<file path="src/rtl/digitron_pkg.sv">
// digitron_pkg: shared constants, conversion states and segment lookup for the digitron display
package digitron_pkg;
  localparam int NUM_DIGITS = 6;
  localparam logic [19:0] MAX_VALUE = 20'd999999;
  typedef enum logic [1:0] {IDLE, SHIFT, DONE} conv_state_t;
  localparam logic [9:0][7:0] SEG_CODES = {
    8'h90, 8'h80, 8'hF8, 8'h82, 8'h92, 8'h99, 8'hB0, 8'hA4, 8'hF9, 8'hC0
  };
  function automatic logic [23:0] dabble_adj(input logic [23:0] b);
    for (int i = 0; i < NUM_DIGITS; i++)
      dabble_adj[4*i +: 4] = b[4*i +: 4] >= 4'd5 ? b[4*i +: 4] + 4'd3 : b[4*i +: 4];
  endfunction
endpackage

</file>
<file path="src/rtl/bin2bcd_seq.sv">
// bin2bcd_seq: sequential double-dabble converter, 20-bit binary to six BCD digits in 22 clocks
module bin2bcd_seq
  import digitron_pkg::*;
(
  input  logic        clk,
  input  logic        rst,
  input  logic        start,
  input  logic [19:0] bin,
  output logic        busy,
  output logic        done,
  output logic [23:0] bcd
);
  conv_state_t state;
  logic [43:0] sr;
  logic [4:0] cnt;
  always_ff @(posedge clk or posedge rst) begin
    if (rst) begin
      state <= IDLE;
      sr <= '0;
      cnt <= '0;
    end else begin
      case (state)
        IDLE: if (start) begin
          sr <= {24'd0, bin > MAX_VALUE ? MAX_VALUE : bin};
          cnt <= '0;
          state <= SHIFT;
        end
        SHIFT: begin
          sr <= {dabble_adj(sr[43:20]), sr[19:0]} << 1;
          cnt <= cnt + 5'd1;
          state <= cnt == 5'd19 ? DONE : SHIFT;
        end
        DONE: state <= IDLE;
        default: state <= IDLE;
      endcase
    end
  end
  assign busy = state != IDLE;
  assign done = state == DONE;
  assign bcd = sr[43:20];
endmodule

</file>
<file path="src/rtl/digitron_display.sv">
// digitron_display: BCD conversion and six-digit multiplexed seven-segment drive with blinking
// Optional DIGITRON_LZB_EN enables leading-zero blanking.
module digitron_display
  import digitron_pkg::*;
#(
  parameter int SCAN_DIV = 50000,
  parameter int BLINK_DIV = 12500000
) (
  input  logic        clk,
  input  logic        rst,
  input  logic [19:0] number_to_show,
  input  logic [5:0]  point_position,
  input  logic [5:0]  shank_position,
  output logic [7:0]  seg,
  output logic [5:0]  dig_sel
);
  localparam int SW = $clog2(SCAN_DIV);
  localparam int BW = $clog2(BLINK_DIV);
  logic [SW-1:0] scan_cnt;
  logic [BW-1:0] blink_cnt;
  logic [2:0] idx;
  logic blink_phase, conv_busy, conv_done, scan_tc, blink_tc;
  logic [23:0] disp, conv_bcd;
  logic [NUM_DIGITS-1:0][3:0] digits;
  logic [NUM_DIGITS-1:0] lz;
  logic [7:0] seg_next;
`ifdef DIGITRON_LZB_EN
  logic lead;
`endif
  bin2bcd_seq u_conv (
    .clk(clk),
    .rst(rst),
    .start(!conv_busy),
    .bin(number_to_show),
    .busy(conv_busy),
    .done(conv_done),
    .bcd(conv_bcd)
  );
  always_comb begin
    for (int i = 0; i < NUM_DIGITS; i++)
      digits[i] = disp[4*(NUM_DIGITS-1-i) +: 4];
    lz = '0;
`ifdef DIGITRON_LZB_EN
    lead = 1'b1;
    for (int i = 0; i < NUM_DIGITS - 1; i++) begin
      lead = lead & (digits[i] == 4'd0) & ~point_position[i];
      lz[i] = lead;
    end
`endif
  end
  assign scan_tc = scan_cnt == SW'(SCAN_DIV - 1);
  assign blink_tc = blink_cnt == BW'(BLINK_DIV - 1);
  // Blink blanking and leading-zero blanking both override the decimal point.
  assign seg_next = ((shank_position[idx] && blink_phase) || lz[idx]) ? 8'hFF :
                    {~point_position[idx], SEG_CODES[digits[idx]][6:0]};
  always_ff @(posedge clk or posedge rst) begin
    if (rst) begin
      scan_cnt <= '0;
      blink_cnt <= '0;
      idx <= '0;
      blink_phase <= 1'b0;
      disp <= '0;
      seg <= 8'hFF;
      dig_sel <= 6'h3F;
    end else begin
      scan_cnt <= scan_tc ? '0 : scan_cnt + 1'b1;
      idx <= scan_tc ? (idx == 3'd5 ? 3'd0 : idx + 3'd1) : idx;
      blink_cnt <= blink_tc ? '0 : blink_cnt + 1'b1;
      blink_phase <= blink_tc ? ~blink_phase : blink_phase;
      disp <= conv_done ? conv_bcd : disp;
      seg <= seg_next;
      dig_sel <= ~(6'b1 << idx);
    end
  end
endmodule

</file>
<file path="config.mk">
export PLATFORM = sky130hd
export DESIGN_NAME = digitron_display
export DESIGN_NICKNAME = d
export VERILOG_FILES = /design/src/rtl/digitron_pkg.sv /design/src/rtl/bin2bcd_seq.sv /design/src/rtl/digitron_display.sv
export SDC_FILE = /design/constraint.sdc
export NUM_CORES = 1
export LEC_CHECK = 0
export ABC_AREA = 1
export BUFFER_PORTS_ARGS = -buffer_cell sky130_fd_sc_hd__clkbuf_2
export CORE_UTILIZATION = 30
export DETAILED_ROUTE_END_ITERATION = 6
export PLACE_DENSITY = 0.55
export SLEW_MARGIN = 20
export SYNTH_ARGS = -nofsm -noshare
export SYNTH_HDL_FRONTEND = slang
export SYNTH_HIERARCHICAL = 1
export SYNTH_SLANG_ARGS = --single-unit
</file>
<file path="constraint.sdc">
create_clock -name clk -period 3.3 [get_ports clk]
set_input_delay 0.825 -clock clk [delete_from_list [all_inputs] [get_ports clk]]
set_output_delay 0.825 -clock clk [all_outputs]
set_load 0.05 [all_outputs]
</file>
After elaboration in Yosys (flattened, before gate mapping). Memories as Yosys holds them, arrays and structs flattened. Cells that the tools add are included. W data, S select, Z words.

Shift operators: 1. Eq/ne operators: 7. Reductions and logical operators: 6. Bitwise operators: 3. Muxes and demuxes: 26. Magnitude comparators: 9. $add $sub $neg: 10.

Operators with widths (number): $pmux W44 S2 (1); $mux W44 (1); $add A24 B1 Y24 const B (1); $eq A24 B24 Y1 const B (1); $ge A4 B3 Y1 const B (6); $mux W24 (1); $mux W4 (6); $add A4 B2 Y4 const B (5); $gt A20 B20 Y1 const B (1); $mux W20 (1); $add A16 B1 Y16 const B (1); $eq A16 B16 Y1 const B (1); $mux W16 (1); $bmux W4 S3 (1); $pmux W5 S2 (1); $mux W8 (1); $mux W7 (1); $bmux W1 S3 (2); $mux W3 (2); $not A6 Y6 (1); $shl A1 B3 Y6 const A (1); $add A5 B1 Y5 const B (1); $eq A5 B5 Y1 const B (1); $lt A4 B5 Y1 const B (1); 17 further kinds (22).

Register bits: 133. Memories: 2. ROM bits: 136. Input bits: 34.

Memory list: (name not given) (words 16, bits a word 8, read ports 1, clocked after memory_dff 0, wr ports 0, RTL line digitron_display.sv:55) `{~point_position[idx], SEG_CODES[digits[idx]][6:0]};`; (name not given) (words 8, bits a word 1, read ports 1, clocked after memory_dff 0, wr ports 0, RTL line digitron_display.sv:54) `assign seg_next = ((shank_position[idx] && blink_phase) || lz[idx]) ? 8'hFF :`.

Logic depth before layout (Yosys ltp). Gate-level depths: netlist of the first run.

Depth after elaboration: 5. Gate-level depth with buffers: 13.

Cells and area by module. Netlist of the first run, hierarchy kept.

Modules (own cells, without submodules): digitron_display (area an instance 4270.3 um^2, times used 1, cells an instance 507); bin2bcd_seq (area an instance 3011.6 um^2, times used 1, cells an instance 387).

Worst setup path after synthesis of the first run. OpenSTA, ideal clock, no wires.

Path type: reg2reg. Start point: register idx[0]. End point: register seg[3]. Stages on the path, launching flop included: 12. Arrival time: 1615 ps. Path slack: 1624 ps. Path through: dfrtp_1 buf_4 nor2_1 nand2_1 o21ai_0 o21ai_0 nand2_1 inv_1 ha_1 nand2_1 nand3_1 nand2_1.

Word-level cells in the longest chain between the ends: 5. Elaborated cells between the ends (all ways): 11.

Ends and longest elaborated chain: start, declared (RTL line digitron_display.sv:21) `logic [2:0] idx;`; start signal, assigned (RTL line digitron_display.sv:67) `idx <= scan_tc ? (idx == 3'd5 ? 3'd0 : idx + 3'd1) : idx;`; $bmux W4 S3 or $bmux W1 S3 (tied branches) (RTL line digitron_display.sv:55, digitron_display.sv:54); $mux W4 (not written as such) or $mux W1 (tied branches) (RTL line digitron_display.sv:55, digitron_display.sv:54); $mem_v2 Z16 W8 or $logic_and A1 B1 Y1 (tied branches); $mux W7 (not written as such) or $logic_or A1 B1 Y1 (tied branches) (RTL line digitron_display.sv:55, digitron_display.sv:54); $mux W8 * (RTL line digitron_display.sv:54); net seg_next[3] (RTL line digitron_display.sv:26) `logic [7:0] seg_next;`; end signal, assigned (RTL line digitron_display.sv:71) `seg <= seg_next;`; end, declared (RTL line digitron_display.sv:14) `output logic [7:0] seg,`.

Mark *: on every way through the listed nets, which the timed path passes. The rest lies on a longest branch. The select of a mux whose other input is x is not followed. A chain may end at the register's enable or synchronous reset.

Final worst setup path of the first run.
Start point: register u_conv.state[0]. End point: register u_conv.sr[10].

Word-level cells in the longest chain between the ends: 3. Elaborated cells between the ends (all ways): 7.

Ends and longest elaborated chain: start, declared (RTL line bin2bcd_seq.sv:13) `conv_state_t state;`; start signal, assigned (RTL line bin2bcd_seq.sv:31) `state <= cnt == 5'd19 ? DONE : SHIFT;`; $reduce_bool A2 Y1 (RTL line bin2bcd_seq.sv:38) `assign busy = state != IDLE;`; net conv_busy (RTL line digitron_display.sv:22) `logic blink_phase, conv_busy, conv_done, scan_tc, blink_tc;`; $ne A2 B2 Y1 (no line); $reduce_and A2 Y1 (no line); end signal, assigned (RTL line bin2bcd_seq.sv:24) `sr <= {24'd0, bin > MAX_VALUE ? MAX_VALUE : bin};`; end signal, assigned (RTL line bin2bcd_seq.sv:29) `sr <= {dabble_adj(sr[43:20]), sr[19:0]} << 1;`; end, declared (RTL line bin2bcd_seq.sv:14) `logic [43:0] sr;`.

The timed path passes the listed nets, and every way through them passes these cells.

==> run_results.csv, run 1 <==
group,metric,value,unit
setup_path,cp_data_required_time,3.59,ns
die,die_w,158,µm
placement,placedCellCount,1220,
die,design.core.area,23600,µm²
final_layout,fin_nets,976,
clock_tree,cts_root_buf,"clkbuf_16",
setup_path,crit_type,"flip-flop to flip-flop",
die,die_h,158,µm
power_and_ir_drop,leakage,3.98,nW
min_path,worst_hold_path_type,"flip-flop to flip-flop",
clock_tree,clk_latency,0.42,ns
clock_tree,hold_buffers,0,
synthesis,synth_ff_type,"dfrtp_1",
placement,placed_cell_area,7650,µm²
setup_path,crit_path_max_fanout,33,
grt,antenna_found_initial,0,
setup_path,reg2reg_slack,1.19,ns
power_and_ir_drop,p_per_area,491,nW/µm²
final_layout,syn_to_final_growth,12.5,%
die,row_count,56,
clock_tree,clock_path_buffers,2,
detailed_routing,final_antenna_net_count,0,
clock_tree,cts_buffers,17,
setup_path,r2r-end,"u_conv/sr[10]$_DFFE_PP0P_",
clock_tree,path_clk_slew,0.05,ns
setup_path,crit_chain,"inv_2 > nand2_1 > inv_1 > nand3_2 > nand2_2 > inv_4 > a22oi_1 > o21ai_1",
setup_path,r2r-start,"u_conv/state[0]$_DFFE_PP0P_",
die,ios,48,
sta,slew_viol_final,0,
detailed_routing,drc,0,
sta,worst-slew-pin-transition,0.785,ns
setup_path,endpoint_kind,"flip-flop",
placement,port_buffers,47,
sta,max_freq,474,MHz
synthesis,ys_types,40,
setup_path,max_stage_delay,0.58,ns
synthesis,avgSynthCellArea,8.15,µm²
sta,grt_setup_unrepaired,"false",
synthesis,netlist_area,7280,µm²
grt,grt_pass1_vias,5344,
status,status,"finished, final reports clean",
sta,hold_violations,0,
synthesis,synthArstFlopShare,100,%
setup_path,ff2ff_path_depth,8,
detailed_routing,vias,5609,
clock_tree,post-cts-setup-buffers,0,
grt,grt_max_degree,83,
synthesis,synth-edff-count,0,
detailed_routing,wl_per_cell,12.0,µm
sta,finalCritPeriodShare,63.9,%
detailed_routing,wirelength,15000,µm
placement,gp_congestion,0.858,
final_layout,stdcell_area,8190,µm²
min_path,whs_path_depth,1,
die,die_area,24900,µm²
final_layout,instances_no_fill,1252,
grt,grt_remaining_overflow,0,
sta,finalSetupViolations,0,
final_layout,antennaDiodeCount,0,
synthesis,yosysWarnings,6,
sta,skew,0.0104,ns
die,initial_core_util,30.8,%
grt,grt_pass1_wl,26000,µm
grt,grt_usage,13.2,%
final_layout,drive_gt1_share,16.4,%
detailed_routing,avgViaCountPerCell,4.48,
placement,dp_hpwl,10500,µm
sta,fin_crit,2.11,ns
synthesis,synth_cells,894,
synthesis,synth_nets,950,
min_path,hp-start,"blink_cnt[0]$_DFF_PP0_",
power_and_ir_drop,ir_worst_vdd,0.363,mV
setup_path,crit_path_start_kind,"flip-flop",
synthesis,synth-seq-area-share,45.9,%
clock_tree,clock_sinks,133,
setup_path,slowest_stage,"nand2_2",
job,drv_cap,0,
sta,relSlewSlack,47.6,%
min_path,whs_endpoint,"blink_cnt[0]$_DFF_PP0_",
detailed_routing,drt_iter0_drc,281,
clock_tree,cts_max_level,4,
synthesis,ys_seq_elements,133,
detailed_routing,drt_pass1_iterations,5,
clock_tree,cts_tree,"yes",
setup_path,arrival,2.40,ns
sta,tns,0,ns
clock_tree,cts_resized,0,
## layout by cell type (no fill, tap or decap), types with 11 or more instances in the layout
| cell type | instances |
|---|---|
| clkbuf_16 | 18 |
| clkbuf_2 | 47 |
| dfrtp_1 | 119 |
| dfstp_2 | 14 |
| ha_1 | 22 |
| inv_1 | 99 |
| inv_2 | 11 |
| mux2_2 | 20 |
| nand2_1 | 223 |
| nand3_1 | 52 |
| nand4_1 | 14 |
| nor2_1 | 106 |
| nor3_1 | 15 |
| o21ai_0 | 45 |
| o21ai_1 | 13 |
| xor2_1 | 24 |
## worst max-delay path by stage
stage,startpoint,to,slack [ns],depth (start not counted)
floorplan,rst,blink_cnt[0]$_DFF_PP0_,0.39,1
global placement,u_conv/state[0]$_DFFE_PP0P_,u_conv/sr[11]$_DFFE_PP0P_,1.23,8
detailed placement,u_conv/state[0]$_DFFE_PP0P_,u_conv/sr[7]$_DFFE_PP0P_,1.19,8
CTS,u_conv/state[0]$_DFFE_PP0P_,u_conv/sr[7]$_DFFE_PP0P_,1.18,8
global route,u_conv/state[0]$_DFFE_PP0P_,u_conv/sr[6]$_DFFE_PP0P_,0.92,8
finish,u_conv/state[0]$_DFFE_PP0P_,u_conv/sr[10]$_DFFE_PP0P_,1.19,8
## metal layers
metal  track usage, %  wire [µm]  share of wire (%)  vias to the layer above
met3             2.46        709                4.7                       19
met5                0          0                  0                        -
met4             5.36        222                1.5                        0
li1                 -          -                  -                     2892
met2             19.5       6390                 43                      129
met1             18.7       7700                 51                     2569
## registers in the layout, summed over array words and instances (netlist names)
signal        flops
u_conv/sr        44
blink_cnt        24
disp             24
scan_cnt         16
seg               8
dig_sel           6
u_conv/cnt        5
idx               3
u_conv/state      2
blink_phase       1
## cell type report
cell class                 instances  area [µm²]
clock buffer                      23         489
sequential                       133        3350
inverter                         112         424
clock inverter                     9        52.6
timing repair buffer              50         283
fill                            2497       15400
multi-input combinational        606        3200
tap                              319         399
## where the power goes
part           switching [mW]  internal (mW)
Combinational           0.239          0.165
Sequential             0.0785           1.80
Clock                   0.699           1.04
Total                    1.02           3.00
## synth_stat cells (2+ instances only)
cell       n  area (µm²)
buf_6      6        67.6
buf_4     26         195
o21ai_0   45         225
buf_2      9        45.0
nor3_1    15        75.1
dfrtp_1  119        2980
nor2_1   107         402
nand3_1   52         260
o22ai_1    8        50.1
a22oi_1   10        75.1
nor2_4     3        33.8
xnor2_1    4        35.0
o32ai_1    6        52.6
nand2_1  223         837
nand2_4    2        22.5
o31ai_1    2        15.0
ha_1      22         275
mux2_2    20         225
inv_1    101         379
nor2_2     5        31.3
nand2_2    8        50.1
inv_2     10        37.5
dfstp_2   14         368
nor3_2     4        40.0
a21oi_1   10        50.1
nand4_1   14        87.6
xor2_1    24         210
o21ai_1   13        65.1
## kinds of logic after synthesis
family	Yosys count	synth area share, %
and+or+nand+nor	438	25.9
buffers and inverters	155	10.2
DFF	133	45.9
AOI/OAI and AO/OA	98	7.80
xor gates and xnor gates	28	3.37
adders and majority gates	22	3.78
muxes	20	3.09
## worst max-delay path: cells and delay by family (launching register included)
family / cells / cell delay, ns
flip-flops: 1 / 0.43
AND/OR/NAND/NOR: 3 / 0.88
AO/OA/AOI/OAI: 2 / 0.28
buffers and inverters: 3 / 0.38
## metrics by stage
step	setup WS [ns]	util, %	hold WS [ns]	total power [mW]
global placement	1.23	32.4	0.448	2.31
detailed placement	1.19	32.4	0.454	2.32
global route	0.925	34.7	0.494	4.22
finish	1.19	34.7	0.460	4.02
floorplan	0.390	-	0.431	2.20
CTS	1.18	34.7	0.462	4.08
No activity file was read; power rests on OpenSTA's default activity.
==> run 2: changes to the inputs <==
clock period = 1.98 ns   (was 3.3 ns; I/O delays follow)
==> run 2 against run 1 <==
  * Flip-flop and latch count did not move
  * Total power is 69% higher
  * Worst setup slack worse by 1.0 ns
  * Worst hold slack worse by 0.38 ns
  * Fmax up 18%
  * Register-to-register slack worse by 1.0 ns
  * Final area grew 1.2%
  * Critical path type unchanged
  * Largest cell class unchanged
==> run_results.csv, run 2 (synthesis gave the netlist of run 1 again) <==
group,metric,value,unit
power_and_ir_drop,leakage,4.02,nW
grt,grt_pass1_wl,26700,µm
die,ios,48,
power_and_ir_drop,p_per_area,821,nW/µm²
sta,skew,0.0100,ns
sta,grt_setup_unrepaired,"false",
setup_path,endpoint_kind,"flip-flop",
final_layout,largest_register,"u_conv/sr",
clock_tree,clk_latency,0.42,ns
detailed_routing,drt_iter0_drc,241,
detailed_routing,final_antenna_net_count,0,
power_and_ir_drop,ir_worst_vdd,0.529,mV
detailed_routing,avgViaCountPerCell,4.46,
grt,grt_remaining_overflow,0,
final_layout,top_regs,"u_conv/sr: 44 flops, blink_cnt: 24 flops, disp: 24 flops",
detailed_routing,wirelength,15400,µm
sta,finalCritPeriodShare,90.6,%
final_layout,syn_to_final_growth,13.8,%
job,drv_cap,0,
die,row_count,56,
final_layout,drive_gt1_share,17.7,%
final_layout,mostFrequentLayoutCell,"nand2_1",
setup_path,crit_type,"flip-flop to flip-flop",
detailed_routing,wl_per_cell,12.2,µm
grt,grt_pass1_vias,5451,
placement,dp_hpwl,11000,µm
setup_path,cp_data_required_time,2.35,ns
grt,antenna_found_initial,0,
final_layout,fin_nets,985,
final_layout,instances_no_fill,1261,
sta,max_freq,557,MHz
placement,placedCellCount,1229,
power_and_ir_drop,totalPowerFinal,6.81,mW
die,initial_core_util,30.8,%
clock_tree,cts_max_level,4,
die,design.core.area,23600,µm²
placement,port_buffers,47,
sta,tns,0,ns
sta,fin_crit,1.79,ns
grt,grt_usage,13.6,%
detailed_routing,vias,5626,
min_path,worst_hold_path_type,"input pin to asynchronous set/reset pin",
detailed_routing,drt_pass1_iterations,4,
sta,hold_violations,0,
final_layout,seq_area,3350,µm²
clock_tree,path_clk_slew,0.06,ns
clock_tree,cts_root_buf,"clkbuf_16",
final_layout,fillers,2467,
final_layout,multiInputGateArea,3200,µm²
grt,grt_max_degree,52,
sta,worst-slew-pin-transition,0.437,ns
placement,gp_congestion,0.839,
sta,slew_viol_final,0,
final_layout,largest_reg_flops,44,
sta,finalSetupViolations,0,
setup_path,crit_path_start_kind,"flip-flop",
final_layout,final_cell_mix,"222 x nand2_1, 118 x dfrtp_1, 106 x nor2_1",
die,die_area,24900,µm²
status,status,"finished, final reports clean",
final_layout,antennaDiodeCount,0,
setup_path,arrival,2.16,ns
die,die_w,158,µm
clock_tree,cts_buffers,17,
clock_tree,cts_tree,"yes",
clock_tree,clock_sinks,133,
die,die_h,158,µm
setup_path,crit_path_max_fanout,9,
clock_tree,clock_path_buffers,2,
detailed_routing,drc,0,
sta,relSlewSlack,70.7,%
==> run 2: per-stage QoR <==
stage,setup WS [ns],utilization [%],instance area [µm²],hold slack [ns]
after floorplan,0.255,-,7290,0.431
after global placement,0.191,32.8,7730,0.446
after detailed placement,0.115,32.8,7730,0.455
after CTS,0.0980,35.1,8290,0.0848
after global routing,0.0195,35.1,8290,0.0980
final,0.186,35.1,8290,0.0761
==> run 2: what timing repair did <==
action / 4_1_cts / 5_1_grt
buffers inserted: 0 / 0
hold buffers: 0 / 0
resized for setup: 0 / 3
setup endpoints to repair: 0 / 4
==> run 2: cell type report <==
| class | instances | area share [%] |
|---|---|---|
| Sequential cell | 133 | 40.4 |
| Multi-Input combinational cell | 606 | 38.6 |
| Clock buffer | 18 | 5.30 |
| Inverter | 112 | 5.15 |
| Tap cell | 319 | 4.81 |
| Timing Repair Buffer | 59 | 4.38 |
| Clock inverter | 14 | 1.37 |
==> run 2: worst paths after layout <==
check	to	start	slack [ns]	cells past startpoint
setup reg to reg	seg[3]$_DFF_PP1_	idx[1]$_DFFE_PP0N_	0.19	10
min in group clk	u_conv/sr[6]$_DFFE_PP0P_	number_to_show[6]	0.31	3
hold reg to reg	scan_cnt[0]$_DFF_PP0_	scan_cnt[0]$_DFF_PP0_	0.46	1
setup / recovery	seg[3]$_DFF_PP1_	idx[1]$_DFFE_PP0N_	0.19	10
hold / removal	disp[3]$_DFFE_PP0P_	rst	0.08	2
max in group asynchronous	seg[1]$_DFF_PP1_	rst	1.33	3
==> run 2: report_power, final <==
| group | internal (mW) | total, mW | switching [mW] | leakage, nW |
|---|---|---|---|---|
| combinational | 0.279 | 0.678 | 0.400 | 2.08 |
| clock | 1.66 | 2.96 | 1.30 | 0.261 |
| sequential | 3.00 | 3.17 | 0.163 | 1.68 |
| total | 4.94 | 6.81 | 1.87 | 4.02 |
==> run 2: worst max-delay path: stages (launching register included) <==
cell and delay [ns]:
dfrtp_2 0.47, inv_2 0.12, nand2_2 0.08, nor2_4 0.19, a22oi_1 0.12, nand2_1 0.15, inv_1 0.11, ha_1 0.30
nand2_1 0.08, nand3_1 0.06, nand2_1 0.07
==> run 2: routing by layer <==
metal | global-route usage, % | part of all wire (%) | up-vias
met2 | 21.0 | 44 | 90
met1 | 18.3 | 51 | 2613
met5 | 0 | 0 | -
met4 | 5.64 | 1.7 | 0
li1 | - | - | 2905
met3 | 2.85 | 3.4 | 18
